File: src/rtl/instr_prefetch_queue.sv
// Instruction prefetch queue feeding IF/ID: sequential fetch over req/gnt/rvalid,
// a small PC+instruction FIFO, and redirect flush with stale-response discard.
module instr_prefetch_queue #(
  parameter int unsigned DEPTH    = 4,
  parameter logic [63:0] RESET_PC = 64'h0
) (
  input  logic        clk,
  input  logic        reset,
  input  logic        redirect_valid,
  input  logic [63:0] redirect_pc,
  output logic        imem_req,
  output logic [63:0] imem_addr,
  input  logic        imem_gnt,
  input  logic        imem_rvalid,
  input  logic [31:0] imem_rdata,
  output logic        out_valid,
  output logic [31:0] out_instr,
  output logic [63:0] out_pc,
  input  logic        out_ready
);

  localparam int unsigned PW = $clog2(DEPTH);
  localparam int unsigned CW = PW + 1;
  typedef logic [CW-1:0] cnt_t;

  logic [63:0]   fetch_pc_q, resp_pc_q;
  logic [63:0]   fifo_pc    [DEPTH];
  logic [31:0]   fifo_instr [DEPTH];
  logic [PW-1:0] rd_ptr_q, wr_ptr_q;
  cnt_t          count_q, outstanding_q, discard_q;

  cnt_t credits_used;
  logic fifo_nonempty;
  logic grant, rsp, rsp_drop, push, pop;

  always_comb begin
    credits_used  = count_q + outstanding_q;
    fifo_nonempty = (count_q != '0);
    // A response with nothing outstanding is a protocol error and is ignored.
    rsp           = imem_rvalid & (outstanding_q != '0);
    rsp_drop      = rsp & (discard_q != '0);
    push          = rsp & ~rsp_drop & ~redirect_valid;
  end

  assign imem_req  = reset & ~redirect_valid & (credits_used < cnt_t'(DEPTH));
  assign imem_addr = fetch_pc_q;
  assign grant     = imem_req & imem_gnt;

  assign out_valid = fifo_nonempty & ~redirect_valid;
  assign out_pc    = fifo_nonempty ? fifo_pc[rd_ptr_q] : 64'h0;
  assign out_instr = fifo_nonempty ? fifo_instr[rd_ptr_q] : 32'h0;
  assign pop       = out_valid & out_ready;

  always_ff @(posedge clk or negedge reset) begin
    if (!reset) begin
      fetch_pc_q    <= RESET_PC;
      resp_pc_q     <= RESET_PC;
      rd_ptr_q      <= '0;
      wr_ptr_q      <= '0;
      count_q       <= '0;
      outstanding_q <= '0;
      discard_q     <= '0;
    end else begin
      outstanding_q <= outstanding_q + cnt_t'(grant) - cnt_t'(rsp);
      if (redirect_valid) begin
        fetch_pc_q <= redirect_pc;
        resp_pc_q  <= redirect_pc;
        rd_ptr_q   <= '0;
        wr_ptr_q   <= '0;
        count_q    <= '0;
        // Everything still in flight after this cycle belongs to the old path.
        discard_q  <= outstanding_q - cnt_t'(rsp);
      end else begin
        if (grant) fetch_pc_q <= fetch_pc_q + 64'd4;
        if (push) begin
          resp_pc_q <= resp_pc_q + 64'd4;
          wr_ptr_q  <= wr_ptr_q + PW'(1);
        end
        if (pop) rd_ptr_q <= rd_ptr_q + PW'(1);
        count_q   <= count_q + cnt_t'(push) - cnt_t'(pop);
        discard_q <= discard_q - cnt_t'(rsp_drop);
      end
    end
  end

  // Storage needs no reset: the head is masked to zero while the FIFO is empty.
  always_ff @(posedge clk) begin
    if (push) begin
      fifo_pc[wr_ptr_q]    <= resp_pc_q;
      fifo_instr[wr_ptr_q] <= imem_rdata;
    end
  end

endmodule

File: config.mk
export PLATFORM = sky130hd
export DESIGN_NAME = instr_prefetch_queue
export DESIGN_NICKNAME = d
export VERILOG_FILES = /design/src/rtl/instr_prefetch_queue.sv
export SDC_FILE = /design/constraint.sdc
export NUM_CORES = 1
export LEC_CHECK = 0
export BUFFER_PORTS_ARGS = -buffer_cell sky130_fd_sc_hd__buf_2
export CORE_ASPECT_RATIO = 1.1
export CORE_MARGIN = 2
export CORE_UTILIZATION = 53
export DETAILED_ROUTE_END_ITERATION = 7
export GPL_ROUTABILITY_DRIVEN = 1
export PLACE_DENSITY_LB_ADDON = 0.05
export SLEW_MARGIN = 5
export SYNTH_ARGS = -nofsm -noshare
export SYNTH_HDL_FRONTEND = slang
export SYNTH_SLANG_ARGS = --single-unit
File: constraint.sdc
create_clock -name clk -period 3.83 [get_ports clk]
set_clock_uncertainty 0.05 [all_clocks]
set_input_delay 0.1915 -clock clk [delete_from_list [all_inputs] [get_ports clk]]
set_output_delay 0.1915 -clock clk [all_outputs]
set_load 0.02 [all_outputs]
==> results.toml <==
[run_status]
status = "finished clean"

[die]
ios = 264
core-area_sq_um = 42200
die_x_microns = 201
design.die.area_sq_um = 44400
die_height_microns = 221
initial_utilization = 0.537
core.rowCount = 79

[routing]
totalWireLength_microns = 55200
wl_per_cell_microns = 22.6
first_pass_iters = 5
drc = 0
vias_per_cell = 5.68
vias = 13881
drtIter0Drc = 976
ant_nets = 0

[cts]
htreeDepth = 2
cts_made_buffers = 51
clk_path_buf_depth = 3
cts_tree = "yes"
numClockSinks = 525
root_buffer = "clkbuf_16"
insertion_delay_ps = 580
clk_pin_slew_worst_paths_ps = 60

[logic_synthesis]
synth_nets = 1570
synthTopCellsByArea = "edfxtp_1 51%, dfrtp_1 16%, mux4_2 9.5%, mux2_2 3.2%, and2_1 2.9%"
netlist-cell-type-count = 52
netlist_instances = 1451
synth_flop_cell = "edfxtp_1"
syn_area_per_cell_sq_um = 15.6
ys_seq_area_frac = 0.665
synth_area_sq_um = 22600
synth_common_cells = "384 x edfxtp_1, 141 x dfrtp_1, 106 x and2_1"
yosysTopAreaCellShare = 0.509
synth_largest_area_cell = "edfxtp_1"
ys_async_sr_fraction = 0.269
synth.most_common_cell = "edfxtp_1"
synth_edf_count = 384
synth_seq_cells = 525
yosys_warnings = 0

[critical_path]
cpMostUsedCell = "inv_1"
crit_end = "count_q[2]$_DFF_PN0_"
cp_top_family = "adder cells"
slowest_stage = "o31ai_1"
critPathLaunchType = "flip-flop"
crit_type = "flip-flop to flip-flop"
critPathMaxFanout = 6
required_ps = 4220
end_kind = "flip-flop"
rrSetupSlack_ps = 590
slowest_delay_ps = 660
crit_arrival_ps = 3630
r2r_cells = 13
reg2reg_to = "count_q[2]$_DFF_PN0_"
path_depth = 13
crit_buf_inv = 4
crit_chain = "o31ai_1 -> inv_1 -> nand2_1 -> nor2_1 -> inv_1 -> ha_1 -> inv_1 -> ha_1 -> inv_1 -> fa_1 -> xor2_1 -> xnor2_1 -> nor2_1"
r2r-start = "outstanding_q[2]$_DFF_PN0_"
startpoint = "outstanding_q[2]$_DFF_PN0_"

[timing]
hold-worst-slack_ps = 40.8
fin_crit_ps = 3240
hold_violations = 0
rsz0062_at_grt = "false"
max_slew_margin = 0.292
max_freq_ghz = 0.309
fin_crit_sh = 0.845
drv_slew = 0
tns_ps = 0
setup_viol = 0
tightestPinTransition_ps = 1060

[final_layout]
finish.utilization = 0.651
drive_gt1_frac = 0.291
n_fill_cell = 3201
syn2layout_area_growth_pct = 21.2
final_nets = 1953

[power_and_ir_drop]
p_int_uw = 11100
clockPowerShare = 0.322
leakage_uw = 0.0101
pwr-share-comb = 0.244
seqPwrFrac = 0.434
total_power_uw = 15800
peakVddDrop_uv = 513
p_switching_uw = 4670
p_per_area_nw_per_um2 = 574
netSwitchingFraction = 0.296

[worst_hold_path]
hold_path_class = "input port to flip-flop"
min_from = "redirect_pc[40]"

[global_route]
grt_overflow = 0
grt_antenna_before_repair = 2
grtUsageTotal = 0.251
grt_pass1_wl_microns = 84800
grt_pass1_vias = 14290
grt_max_degree = 135

[job]
cap_viol_max_count = 0

[placement]
hpwl_microns = 35300
gp_congestion = 0.819
portBuffers = 263
==> timing repair <==
item,CTS,global route
endpoints found under the hold margin,285,0
gates resized for setup,0,0
hold buffers,97,0
buffers inserted,0,0
==> logic make-up after synthesis <==
group / count (synthesis) / share of synthesized area
fa+ha+maj: 17 / 0.0101
compound gates: 84 / 0.0249
xor+xnor: 120 / 0.0467
flops: 525 / 0.665
simple gates: 432 / 0.105
mux: 166 / 0.130
buf+inv: 107 / 0.0180
==> through the flow <==
stage                     cells  worst slack (ps)  cell area [sq um]
after floorplan            1451               938              22700
after global placement     2251               666              24800
after detailed placement   2251               612              24800
after CTS                  2443               579              27500
after global routing       2444               303              27500
final                      2444               592              27500
==> cells in the final DEF (no fill, tap or decap), types with 53 or more instances in the layout <==
master | netlist | final
mux4_2 | 96 | 96
xnor2_1 | 57 | 57
and2_1 | 106 | 102
nand2_1 | 57 | 57
dfrtp_1 | 141 | 139
clkbuf_16 | 0 | 53
dlygate4sd3_1 | 0 | 97
edfxtp_1 | 384 | 384
nor2_1 | 66 | 66
mux2_2 | 65 | 65
xor2_1 | 62 | 62
buf_2 | 2 | 262
==> flip-flops by register name, indices dropped and copies added (netlist names) <==
register	cells
fifo_pc	256
fifo_instr	128
imem_addr	64
resp_pc_q	64
count_q	3
discard_q	3
outstanding_q	3
rd_ptr_q	2
wr_ptr_q	2
==> worst min-delay path: stages <==
cell	delay, ps
buf_2	70
nand2b_1	180
o31a_1	180
==> how the worst min path moves through the flow <==
stage / endpoint / slack [ps] / cells past startpoint
final: resp_pc_q[40]$_DFFE_PN0N_ / 40 / 3
after global placement: imem_addr[3]$_DFFE_PN0P_ / 90 / 1
after detailed placement: imem_addr[3]$_DFFE_PN0P_ / 90 / 1
after global routing: resp_pc_q[40]$_DFFE_PN0N_ / 40 / 3
after CTS: resp_pc_q[40]$_DFFE_PN0N_ / 3 / 3
after floorplan: count_q[0]$_DFF_PN0_ / -150 / 0
==> metal layers <==
layer / vias up / routed length (microns) / GRT usage
li1: 6242 / - / -
met1: 7105 / 23300 / 0.348
met2: 444 / 26900 / 0.411
met3: 90 / 3080 / 0.0361
met4: 0 / 1850 / 0.0918
met5: - / 0 / 0
==> cell type report <==
| type | instances | area, sq um | share of cell area |
|---|---|---|---|
| inverters | 47 | 179 | 0.00652 |
| diodes | 1 | 2.50 | 0.0000911 |
| clock inverters | 22 | 265 | 0.00966 |
| well taps | 567 | 709 | 0.0258 |
| flip-flops and latches | 525 | 15100 | 0.549 |
| repair buffers | 390 | 2620 | 0.0954 |
| multi-input cells | 819 | 7190 | 0.262 |
| clock buffers | 73 | 1420 | 0.0518 |
==> power groups by stage <==
stage	clock, uW	combinational [uW]	sequential (uW)
4_1_cts	5180	3910	6850
5_1_grt	5400	4160	6900
6_report	5080	3840	6850
3_3_place_gp	0	3790	6940
2_1_floorplan	0	2560	6880
3_5_place_dp	0	3810	6960
No activity file was read; power rests on OpenSTA's default activity.
